File: src/rtl/data_mem_access_unit.sv
// rtl/data_mem_access_unit.sv - byte/half/word load-store front-end onto a word-wide data memory
//
// Accepts one CPU access at a time in IDLE, rejects illegal, misaligned or
// out-of-range accesses, performs loads with sign/zero extension and sub-word
// stores as read-modify-write, then pulses cpu_done for one cycle.
//
// Ports:
//   clk, reset                   clock; synchronous active-high reset
//   cpu_req/we/size/unsigned     access request and its attributes (sampled in IDLE)
//   cpu_addr, cpu_wdata          byte address; right-justified store data
//   cpu_busy, cpu_done           busy outside IDLE; one-cycle completion pulse
//   cpu_fault                    qualifies cpu_done: access rejected
//   cpu_rdata                    extended load result, held until the next load
//   fault_count                  saturating count of rejected accesses
//   mem_write, mem_address       memory write strobe; word-aligned byte address
//   mem_write_data               full word to write
//   mem_read_data                combinational read of the word at mem_address
module data_mem_access_unit #(
    parameter int ADDR_WORDS_LOG2 = 10,
    parameter int FAULT_CNT_WIDTH = 8
) (
    input  logic                       clk,
    input  logic                       reset,
    input  logic                       cpu_req,
    input  logic                       cpu_we,
    input  logic [1:0]                 cpu_size,
    input  logic                       cpu_unsigned,
    input  logic [31:0]                cpu_addr,
    input  logic [31:0]                cpu_wdata,
    output logic                       cpu_busy,
    output logic                       cpu_done,
    output logic                       cpu_fault,
    output logic [31:0]                cpu_rdata,
    output logic [FAULT_CNT_WIDTH-1:0] fault_count,
    output logic                       mem_write,
    output logic [31:0]                mem_address,
    output logic [31:0]                mem_write_data,
    input  logic [31:0]                mem_read_data
);

    typedef enum logic [1:0] {S_IDLE, S_READ, S_STORE, S_DONE} state_t;

    state_t                     state_q, state_d;
    logic [1:0]                 addr_lo_q, addr_lo_d;
    logic [1:0]                 size_q, size_d;
    logic                       we_q, we_d;
    logic                       uns_q, uns_d;
    logic [15:0]                wdata_q, wdata_d;
    logic                       fault_q, fault_d;
    logic [31:0]                rdata_q, rdata_d;
    logic [FAULT_CNT_WIDTH-1:0] fault_cnt_q, fault_cnt_d;
    logic [31:0]                mem_addr_q, mem_addr_d;
    logic [31:0]                mem_wdata_q, mem_wdata_d;

    logic        req_fault;
    logic [4:0]  byte_sh, half_sh;
    logic [31:0] rd_byte_shifted, rd_half_shifted;
    logic [31:0] load_value, merged_word;

    // Checked in priority order; any hit rejects the access.
    always_comb begin
        req_fault = 1'b0;
        if (cpu_size == 2'b11) begin
            req_fault = 1'b1;
        end else if (cpu_size == 2'b01 && cpu_addr[0]) begin
            req_fault = 1'b1;
        end else if (cpu_size == 2'b10 && cpu_addr[1:0] != 2'b00) begin
            req_fault = 1'b1;
        end else if (cpu_addr[31:ADDR_WORDS_LOG2+2] != '0) begin
            req_fault = 1'b1;
        end
    end

    // Little-endian lane selection from the latched low address bits.
    always_comb begin
        byte_sh         = {addr_lo_q, 3'b000};
        half_sh         = {addr_lo_q[1], 4'b0000};
        rd_byte_shifted = mem_read_data >> byte_sh;
        rd_half_shifted = mem_read_data >> half_sh;

        case (size_q)
            2'b00:   load_value = uns_q ? {24'h0, rd_byte_shifted[7:0]}
                                        : {{24{rd_byte_shifted[7]}}, rd_byte_shifted[7:0]};
            2'b01:   load_value = uns_q ? {16'h0, rd_half_shifted[15:0]}
                                        : {{16{rd_half_shifted[15]}}, rd_half_shifted[15:0]};
            default: load_value = mem_read_data;
        endcase

        if (size_q == 2'b00) begin
            merged_word = (mem_read_data & ~(32'h0000_00FF << byte_sh))
                        | ({24'h0, wdata_q[7:0]} << byte_sh);
        end else begin
            merged_word = (mem_read_data & ~(32'h0000_FFFF << half_sh))
                        | ({16'h0, wdata_q} << half_sh);
        end
    end

    // Next-state logic.
    always_comb begin
        state_d = state_q;
        case (state_q)
            S_IDLE: begin
                if (cpu_req) begin
                    if (req_fault) begin
                        state_d = S_DONE;
                    end else if (cpu_we && cpu_size == 2'b10) begin
                        state_d = S_STORE;
                    end else begin
                        state_d = S_READ;
                    end
                end
            end
            S_READ:  state_d = we_q ? S_STORE : S_DONE;
            S_STORE: state_d = S_DONE;
            default: state_d = S_IDLE;
        endcase
    end

    // Datapath register updates.
    always_comb begin
        addr_lo_d   = addr_lo_q;
        size_d      = size_q;
        we_d        = we_q;
        uns_d       = uns_q;
        wdata_d     = wdata_q;
        fault_d     = fault_q;
        rdata_d     = rdata_q;
        fault_cnt_d = fault_cnt_q;
        mem_addr_d  = mem_addr_q;
        mem_wdata_d = mem_wdata_q;
        case (state_q)
            S_IDLE: begin
                if (cpu_req) begin
                    addr_lo_d = cpu_addr[1:0];
                    size_d    = cpu_size;
                    we_d      = cpu_we;
                    uns_d     = cpu_unsigned;
                    wdata_d   = cpu_wdata[15:0];
                    if (req_fault) begin
                        // A rejected access leaves the memory port untouched.
                        fault_d = 1'b1;
                        if (fault_cnt_q != '1) begin
                            fault_cnt_d = fault_cnt_q + FAULT_CNT_WIDTH'(1);
                        end
                    end else begin
                        mem_addr_d  = {cpu_addr[31:2], 2'b00};
                        mem_wdata_d = cpu_wdata;
                    end
                end
            end
            S_READ: begin
                if (we_q) begin
                    mem_wdata_d = merged_word;
                end else begin
                    rdata_d = load_value;
                end
            end
            S_DONE:  fault_d = 1'b0;
            default: ;
        endcase
    end

    always_ff @(posedge clk) begin
        if (reset) begin
            state_q     <= S_IDLE;
            addr_lo_q   <= '0;
            size_q      <= '0;
            we_q        <= 1'b0;
            uns_q       <= 1'b0;
            wdata_q     <= '0;
            fault_q     <= 1'b0;
            rdata_q     <= '0;
            fault_cnt_q <= '0;
            mem_addr_q  <= '0;
            mem_wdata_q <= '0;
        end else begin
            state_q     <= state_d;
            addr_lo_q   <= addr_lo_d;
            size_q      <= size_d;
            we_q        <= we_d;
            uns_q       <= uns_d;
            wdata_q     <= wdata_d;
            fault_q     <= fault_d;
            rdata_q     <= rdata_d;
            fault_cnt_q <= fault_cnt_d;
            mem_addr_q  <= mem_addr_d;
            mem_wdata_q <= mem_wdata_d;
        end
    end

    // Outputs. The write strobe is gated by reset so an abort in STORE never writes.
    always_comb begin
        cpu_busy       = (state_q != S_IDLE);
        cpu_done       = (state_q == S_DONE);
        cpu_fault      = (state_q == S_DONE) && fault_q;
        mem_write      = (state_q == S_STORE) && !reset;
        cpu_rdata      = rdata_q;
        fault_count    = fault_cnt_q;
        mem_address    = mem_addr_q;
        mem_write_data = mem_wdata_q;
    end

endmodule

File: config.mk
export PLATFORM = sky130hd
export DESIGN_NAME = data_mem_access_unit
export DESIGN_NICKNAME = d
export VERILOG_FILES = /design/src/rtl/data_mem_access_unit.sv
export SDC_FILE = /design/constraint.sdc
export NUM_CORES = 1
export LEC_CHECK = 0
export BUFFER_PORTS_ARGS = -buffer_cell sky130_fd_sc_hd__buf_4
export CAP_MARGIN = 10
export CORE_AREA = 10 10 118 120
export CTS_CLUSTER_SIZE = 40
export DETAILED_ROUTE_END_ITERATION = 16
export DIE_AREA = 0 0 128 130
export PLACE_DENSITY = 0.92
export SLEW_MARGIN = 20
export SYNTH_ARGS = -nofsm -noshare
export SYNTH_HDL_FRONTEND = slang
export SYNTH_SLANG_ARGS = --single-unit
File: constraint.sdc
create_clock -name clk -period 3.87 [get_ports clk]
set_input_delay 0.774 -clock clk [delete_from_list [all_inputs] [get_ports clk]]
set_output_delay 0.774 -clock clk [all_outputs]
set_load 0.1 [all_outputs]
# After elaboration in Yosys (flattened, before gate mapping)
# Index checks and enable logic that the tools add are counted.
word_totals:
  regBits: 127
  input_bits: 103
  output_inout_bits: 108
  wordCells: 77
classes:
  add_sub_neg: 1
  eq_ne: 12
  shifts: 6
  n_mux: 20
  bitwise_logic: 8
  reduce_logical: 19
ops:
  columns: ["op", "count"]
  rows:
  - ["32-bit two-way mux", 6]
  - ["32-bit case mux with 2 select lines", 2]
  - ["32-bit bitwise AND", 2]
  - ["32-bit inverter", 2]
  - ["32-bit OR", 2]
  - ["16-bit by 5-bit << shifter with 32-bit output", 1]
  - ["16-bit by 5-bit << shifter with 32-bit output (first input constant)", 1]
  - ["8-bit by 5-bit << shifter with 32-bit output", 1]
  - ["8-bit by 5-bit << shifter with 32-bit output (first input constant)", 1]
  - ["32-bit by 5-bit >> shifter with 16-bit output", 1]
  - ["32-bit by 5-bit >> shifter with 8-bit output", 1]
  - ["20-bit nonzero test", 1]
  - ["8-bit by 1-bit adder with 8-bit output (second input constant)", 1]
  - ["2-bit equality test (second input constant)", 4]
  - ["2-bit != test (second input constant)", 4]
  - ["8-bit != test (second input constant)", 1]
  - ["4-bit AND reduction", 2]
  - ["2-bit nonzero test", 4]
  - ["1-bit two-way mux", 7]
  - ["2-bit by 1-bit equality test with 1-bit output (second input constant)", 3]
  - ["2-bit two-way mux", 3]
  - ["2-bit case mux with 3 select lines", 1]
  - ["3-bit AND reduction", 2]
  - ["1-bit logical AND", 5]
  - ["other kinds (5)", 8]

# Logic depth before layout (Yosys ltp)
# Gate-level depths: netlist (run 1).
depth:
  word_depth: 8
  depth_mapped: 9
  mapped_depth_nobuf: 7

# Worst setup path before layout (run 1)
# No wires, ideal clock.
synth_path:
  path_type: "input to output"
  start: "input reset"
  end: "output mem_write"
  arrival_time_ns: 2.652
  required_ns: 3.096
  setup_slack_ns: 0.444
  path_stages: 4
  path_buffers: 3
  path_cell_list: "clkbuf_1 > clkbuf_1 > clkbuf_1 > nor2b_1"
synth_between:
  elab_chain_len: 2
synth_rtl:
  columns: ["item", "line_no", "text"]
  rows:
  - ["from (decl)", "23", "input logic reset,"]
  - ["1-bit zero test", "196", "mem_write = (state_q == S_STORE) && !reset;"]
  - ["1-bit logical AND", "196", null]
  - ["to (decl)", "35", "output logic mem_write,"]
# No other way between the ends.

# Worst setup path in the final report (run 1)
layout_path:
  start: "register addr_lo_q[1]"
  end: "register mem_wdata_q[7], in the netlist mem_write_data[7]"
layout_between:
  elab_chain_len: 7
  elab_cells_between_ends: 13
  classes_between: "shift: 4; mux: 3; bitwise: 6"
layout_rtl:
  columns: ["item", "line_no", "text"]
  rows:
  - ["from (decl)", "44", "logic [1:0] addr_lo_q, addr_lo_d;"]
  - ["from (signal assigned)", "178", "addr_lo_q <= addr_lo_d;"]
  - ["16-bit by 5-bit << shifter with 32-bit output or 8-bit by 5-bit << shifter with 32-bit output (tied branches)", "93, 90", null]
  - ["32-bit inverter, on equally long branches", "93, 90", null]
  - ["32-bit bitwise AND, on equally long branches", "93, 90", null]
  - ["32-bit OR, on equally long branches", "94, 91", null]
  - ["32-bit two-way mux (*)", "89", "if (size_q == 2'b00) begin"]
  - ["32-bit two-way mux (*)", "152", "if (we_q) begin"]
  - ["32-bit case mux with 2 select lines (*)", "131", "case (state_q)"]
  - ["to (signal assigned)", "187", "mem_wdata_q <= mem_wdata_d;"]
  - ["to (decl)", "53", "logic [31:0] mem_wdata_q, mem_wdata_d;"]
# Every way passes the cells marked *; elsewhere a longest branch is shown, timed or not. The select of a mux whose other input is x is not followed.
# A chain may end at the register's enable or synchronous reset.

==> metrics.yaml, run 1 <==
routing:
  totalWireLength_um: 21300
  first_pass_iters: 6
  drcViolationCount: 0
  drt_iter0_markers: 827
  avgViaCountPerCell: 5.91
  final_antenna_net_count: 0
  vias: 6427
  avgRoutedWirePerCell_um: 19.6
floorplan:
  start_util_pct: 52.6
  coreArea_um2: 11700
  fp.dieArea_um2: 16600
  die_x_um: 128
  die_y_um: 130
  io_pins: 211
  rows: 40
synthesis:
  synthMuxAreaShare_pct: 8.69
  syn-cell-area_um2: 6160
  netlist_instances: 746
  synth_largest_area_cell: "dfxtp_1"
  synthSimpleGateAreaFrac_pct: 23.9
  yosysMostFrequentCell: "dfxtp_1"
  synth_ff_type: "dfxtp_1"
  async_flop_share_pct: 0
  yosysSeqAreaShare_pct: 41.3
  synth_xor_area_share_pct: 0.142
  synth_cell_types: 52
  netlist_top_cells_count: "127 x dfxtp_1, 123 x nand2_1, 100 x nor2_1"
  ys_seq_elements: 127
  synth_edf_count: 0
  synthAdderAreaFrac_pct: 1.02
  yosys_warnings: 0
  syn_area_per_cell_um2: 8.26
  synth_top_family_by_area: "simple AND/OR/NAND/NOR gates"
  synth_area_leaders: "dfxtp_1 41%, nand2_1 7.5%, mux2i_1 7.0%"
  synth_compound_area_share_pct: 20.0
  yosys.area.top_type_share_pct: 41.3
cts:
  cts_inserted_buffers: 17
  cts_sinks: 127
  clock_latency_ps: 420
  ctsHoldBuffers: 0
  post_cts_resized: 0
  htreeDepth: 4
  cts-root-buf: "clkbuf_16"
  cts_setup_buffers: 0
  cts.clk_slew.worst_paths_ps: 60
  cts_buffer_depth: 2
  cts_tree: "done"
cells_and_area:
  multiInputGateArea_um2: 3330
  area_growth_pct: 35.4
  regArea_um2: 2540
  num-fill-cells: 909
  post-route-util_pct: 71.2
  antenna_cells: 0
  fin_nets: 1035
  drive_above_1_share_pct: 28.1
placement:
  port_buffers: 208
  gp_congestion: 0.962
  dp_hpwl_um: 15400
  pre_cts_ws_ps: 867
global_routing:
  grt_start_max_net_pins: 65
  grt_pass1_vias: 6236
  grt.total_usage_pct: 24.6
  antenna_found_initial: 0
  overflow: 0
  grt_pass1_wl_um: 32800
sta:
  rsz0062_at_grt: "false"
  min_period_ps: 2620
  slew_headroom_pct: 29.9
  skew_ps: 11.0
  timing.setup.tns_ps: 0
  period_share_pct: 67.8
  finalHoldViolCount: 0
  max_freq_mhz: 381
  drv_slew: 0
  tightestPinTransition_ps: 1050
  timing.final.ws_setup_ps: 1250
  setup_viol: 0
worst_setup_path:
  critPathKind: "reg -> reg"
  rrSetupSlack_ps: 1250
  r2r_cells: 5
  worstPathArrival_ps: 2970
  cp-end-kind: "register"
  crit_path_start: "addr_lo_q[1]"
  worstReg2RegStart: "addr_lo_q[1]"
  worst-path-max-fanout: 25
  worstReg2RegEnd: "mem_write_data[7]"
  cp.required_ps: 4220
  endpoint: "mem_write_data[7]"
  startpoint_type: "register"
flow_run:
  cap_violations: 0
run_status:
  status: "complete, no violations"
power:
  powerDensity_nw_per_um2: 708
  peakVddDrop_v: 0.000742
  p_leak_nw: 3.40
  p_total_mw: 5.90
min_path:
  hp-class: "reg -> reg"
-- report_power, final --
part / internal, mW / total [mW] / switching, mW
logic: 0.671 / 2.67 / 2.00
registers: 1.50 / 1.66 / 0.158
clock network: 0.921 / 1.57 / 0.649
total: 3.10 / 5.90 / 2.81
-- per-layer routing --
layer,GRT usage (%),routed length [um]
met4,10.5,771
met3,8.40,2500
met5,0,0
met1,29.1,7900
met2,40.0,10100
-- layout by cell type, fill, tap and decap left out, types with 2 or more instances in the layout --
master      count
o21ai_1         2
nand2_1       123
mux2_2          2
a21oi_1        46
inv_1           9
nor4_1          6
a2111oi_0       7
a2bb2oi_1       6
clkinvlp_4      4
a22oi_1         7
nor2_1        100
clkbuf_16      17
or3_1           5
o211ai_1       16
inv_8           2
o31a_1          7
o21ai_0        10
a311o_1        16
a211oi_1       24
and2_1         23
conb_1          2
inv_6           6
nand3_1         6
a22o_1          6
o31ai_1         3
nor3_1          2
mux2i_1        43
mux2_1          4
nor2b_1        12
nor3b_1         8
ha_1            4
dfxtp_1       127
o311ai_0        7
nand2b_1       29
buf_4         220
o221ai_1        6
-- area by class of cell --
| cell class | count | area share, % |
|---|---|---|
| Multi-Input combinational cell | 551 | 39.9 |
| Sequential cell | 127 | 30.5 |
| Timing Repair Buffer | 221 | 20.0 |
| Clock buffer | 18 | 5.26 |
| Tap cell | 147 | 2.20 |
| Clock inverter | 14 | 1.72 |
| Inverter | 9 | 0.405 |
-- flip-flops by register name, indices dropped and copies added, names as in the netlist --
| name | flops |
|---|---|
| addr_lo_q | 2 |
| cpu_rdata | 32 |
| fault_count | 8 |
| fault_q | 1 |
| mem_address | 30 |
| mem_write_data | 32 |
| size_q | 2 |
| state_q | 2 |
| uns_q | 1 |
| wdata_q | 16 |
| we_q | 1 |
-- how the worst min path moves through the flow --
stage / from / to / cells past startpoint
4_1_cts: cpu_rdata[6] / cpu_rdata[6] / 2
3_3_place_gp: cpu_rdata[15] / cpu_rdata[15] / 2
2_1_floorplan: wdata_q[14] / wdata_q[14] / 2
3_5_place_dp: cpu_rdata[4] / cpu_rdata[4] / 2
5_1_grt: cpu_rdata[15] / cpu_rdata[15] / 2
6_report: cpu_rdata[6] / cpu_rdata[6] / 2
-- through the flow --
stage | hold slack (ps) | instances | cell area [um^2]
6_report | 453 | 1087 | 8340
5_1_grt | 472 | 1087 | 8340
4_1_cts | 455 | 1087 | 8340
3_5_place_dp | 447 | 1055 | 7760
3_3_place_gp | 441 | 1055 | 7760
2_1_floorplan | 433 | 747 | 6170
-- critical path: stages, from the launching register on --
cell and delay [ps]:
dfxtp_1 790, inv_1 590, o21ai_1 530, nand2_1 120, a311o_1 380, mux2i_1 140
-- kinds of logic (layout without fill, tap and decap cells) --
| logic type | count (synthesis) | count (layout) |
|---|---|---|
| flip-flops | 127 | 127 |
| buffers and inverters | 69 | 262 |
| multiplexers | 51 | 51 |
| AO/OA/AOI/OAI | 169 | 169 |
| adder cells (fa/ha/maj) | 5 | 5 |
| AND/OR/NAND/NOR | 323 | 323 |
| XOR/XNOR | 1 | 1 |
| other | 1 | 2 |
No activity file was read; power rests on OpenSTA's default activity.
==> run 2: changes to the inputs <==
--- a/config.mk
+++ b/config.mk
@@ -7,11 +7,11 @@
 export LEC_CHECK = 0
 export BUFFER_PORTS_ARGS = -buffer_cell sky130_fd_sc_hd__buf_4
 export CAP_MARGIN = 10
-export CORE_AREA = 10 10 118 120
+export CORE_AREA = 10 10 121 123
 export CTS_CLUSTER_SIZE = 40
 export DETAILED_ROUTE_END_ITERATION = 16
-export DIE_AREA = 0 0 128 130
-export PLACE_DENSITY = 0.92
+export DIE_AREA = 0 0 131 133
+export PLACE_DENSITY = 0.88
 export SLEW_MARGIN = 20
 export SYNTH_ARGS = -nofsm -noshare
 export SYNTH_HDL_FRONTEND = slang
==> constraint.sdc (replaced) <==
create_clock -name clk -period 2.5 [get_ports clk]
set_input_delay 0.5 -clock clk [delete_from_list [all_inputs] [get_ports clk]]
set_output_delay 0.5 -clock clk [all_outputs]
set_load 0.1 [all_outputs]
==> run 2 against run 1 <==
  * Maximum frequency grew 18%
  * Clock-buffer cell count increased by 2
  * Utilization fell by 2.1 points
  * Critical path depth stayed put
  * Global-route usage decreased by 1.0 points
  * Setup slack got worse by 960 ps
  * Via count fell by 1.4%
  * Cell area increased by 2.5%
  * First-iteration DRC count down 16%
  * Critical path type unchanged
  * Critical endpoint is now mem_write_data[23]
  * Largest power group unchanged
==> metrics.yaml, run 2 (same netlist as run 1, synthesis figures left out) <==
run_status:
  status: "complete, no violations"
routing:
  vias: 6338  # -1.4%
  totalWireLength_um: 21200  # -0.50%
  avgViaCountPerCell: 5.67  # -4.1%
  drt_iter0_markers: 697  # -16%
  drcViolationCount: 0  # unchanged
  final_antenna_net_count: 0  # unchanged
  avgRoutedWirePerCell_um: 19.0  # -3.3%
  first_pass_iters: 6  # unchanged
worst_setup_path:
  slowest_delay_ps: 670  # -120 ps
  worstPathArrival_ps: 2560  # -410 ps
  cp-end-kind: "register"
  critPathKind: "reg -> reg"
  cp.required_ps: 2840  # -1380 ps
  worst-path-max-fanout: 15  # -40%
  cp_slowest_cell: "dfxtp_1"
  crit_buf_inv: 0  # -1
  path_cells: "nand2b_1 > o21ai_1 > nand2_1 > a311o_1 > mux2i_1"
  startpoint_type: "register"
  crit_family: "compound AO/OA/AOI/OAI gates"
sta:
  timing.setup.tns_ps: 0  # unchanged
  min_period_ps: 2220  # -407 ps
  finalHoldViolCount: 0  # unchanged
  setup_viol: 0  # unchanged
  period_share_pct: 88.7  # +21 points
  rsz0062_at_grt: "false"
  tightestPinTransition_ps: 909  # -142 ps
  drv_slew: 0  # unchanged
  slew_headroom_pct: 39.2  # +9.3 points
  max_freq_mhz: 451  # +18%
  skew_ps: 8.63  # -2.33 ps
floorplan:
  die_y_um: 133  # +2.3%
  die_x_um: 131  # +2.3%
  coreArea_um2: 12400  # +5.6%
  start_util_pct: 49.8  # -2.8 points
  io_pins: 211  # unchanged
  fp.dieArea_um2: 17400  # +4.7%
  rows: 41  # +2.5%
cts:
  ctsHoldBuffers: 0  # unchanged
  cts-root-buf: "clkbuf_16"
  cts_inserted_buffers: 17  # unchanged
  htreeDepth: 4  # unchanged
  cts_setup_buffers: 0  # unchanged
  cts_sinks: 127  # unchanged
  cts_tree: "done"
  cts.clk_slew.worst_paths_ps: 60  # about the same
  post_cts_resized: 0  # unchanged
  clock_latency_ps: 410  # about the same
  cts_buffer_depth: 2  # unchanged
cells_and_area:
  fin_nets: 1041  # +0.58%
  antenna_cells: 0  # unchanged
  layout_commonest_cell: "buf_4"
  post-route-util_pct: 69.2  # -2.1 points
  num-fill-cells: 990  # +8.9%
  mostFrequentLayoutCells: "223 x buf_4, 127 x dfxtp_1, 123 x nand2_1"
  area_growth_pct: 38.8
  drive_above_1_share_pct: 28.9  # +0.77 points
global_routing:
  antenna_found_initial: 0  # unchanged
  grt_pass1_vias: 6129  # -1.7%
  grt.total_usage_pct: 23.6  # -1.0 points
  overflow: 0  # unchanged
  grt_pass1_wl_um: 32700  # -0.31%
  grt_start_max_net_pins: 64  # -1.5%
placement:
  gp_congestion: 0.960  # -0.26%
  port_buffers: 208  # unchanged
  dp_hpwl_um: 15600  # +1.0%
power:
  p_total_mw: 9.53  # +61%
  peakVddDrop_v: 0.000548  # -26%
  p_leak_nw: 3.49  # +2.5%
  powerDensity_nw_per_um2: 1110  # +58%
min_path:
  hp-class: "in -> reg"
flow_run:
  cap_violations: 0  # unchanged
## run 2: cell types whose count changed in the layout (fill, tap and decap cells not counted), moves of 2 or more
cell,delta
clkbuf_8,+2
buf_4,+3
inv_6,-4
inv_8,-2
bufinv_16,+4
buf_12,+3
## run 2: metrics by stage
step	hold slack, ps	std cells	cell area, um^2	setup slack [ps]
2_1_floorplan	433	747	6170	144
3_3_place_gp	440	1086	7880	175
3_5_place_dp	445	1086	7880	162
4_1_cts	321	1118	8550	357
5_1_grt	330	1118	8550	117
6_report	329	1118	8550	283
## run 2: metal layers
layer  vias to the layer above  global-route usage [%]  part of all wire, %
li1                       2988                       -                    -
met1                      2931                    27.8                   36
met2                       363                    38.5                   48
met3                        56                    7.83                   12
met4                         0                    9.02                  3.1
met5                         -                       0                    0
## run 2: layout make-up
type / count / area (um^2) / area share, %
clock buffer: 20 / 467 / 5.46
clock inverter: 12 / 204 / 2.39
inverter: 9 / 33.8 / 0.395
multi-input combinational: 551 / 3330 / 39.0
sequential: 127 / 2540 / 29.7
tap: 172 / 215 / 2.52
timing repair buffer: 227 / 1750 / 20.5
## run 2: path summary, 6_finish.rpt
path,start,endpoint,slack [ps],cells past startpoint
setup reg to reg,addr_lo_q[0],mem_write_data[23],280,5
hold / removal,cpu_addr[6],mem_address[6],330,3
setup / recovery,addr_lo_q[0],mem_write_data[23],280,5
hold reg to reg,cpu_rdata[1],cpu_rdata[1],450,2
## run 2: tightest hold or removal path, delay by kind of cell
| kind | cells | cell delay [ps] |
|---|---|---|
| AND/OR/NAND/NOR | 1 | 80 |
| multiplexers | 1 | 50 |
| buffers and inverters | 1 | 80 |
## run 2: where the power goes
part           switching [mW]  leakage [nW]  internal [mW]
registers               0.229          1.03           2.33
logic                    3.11          2.14           1.08
clock network           0.927         0.319           1.86
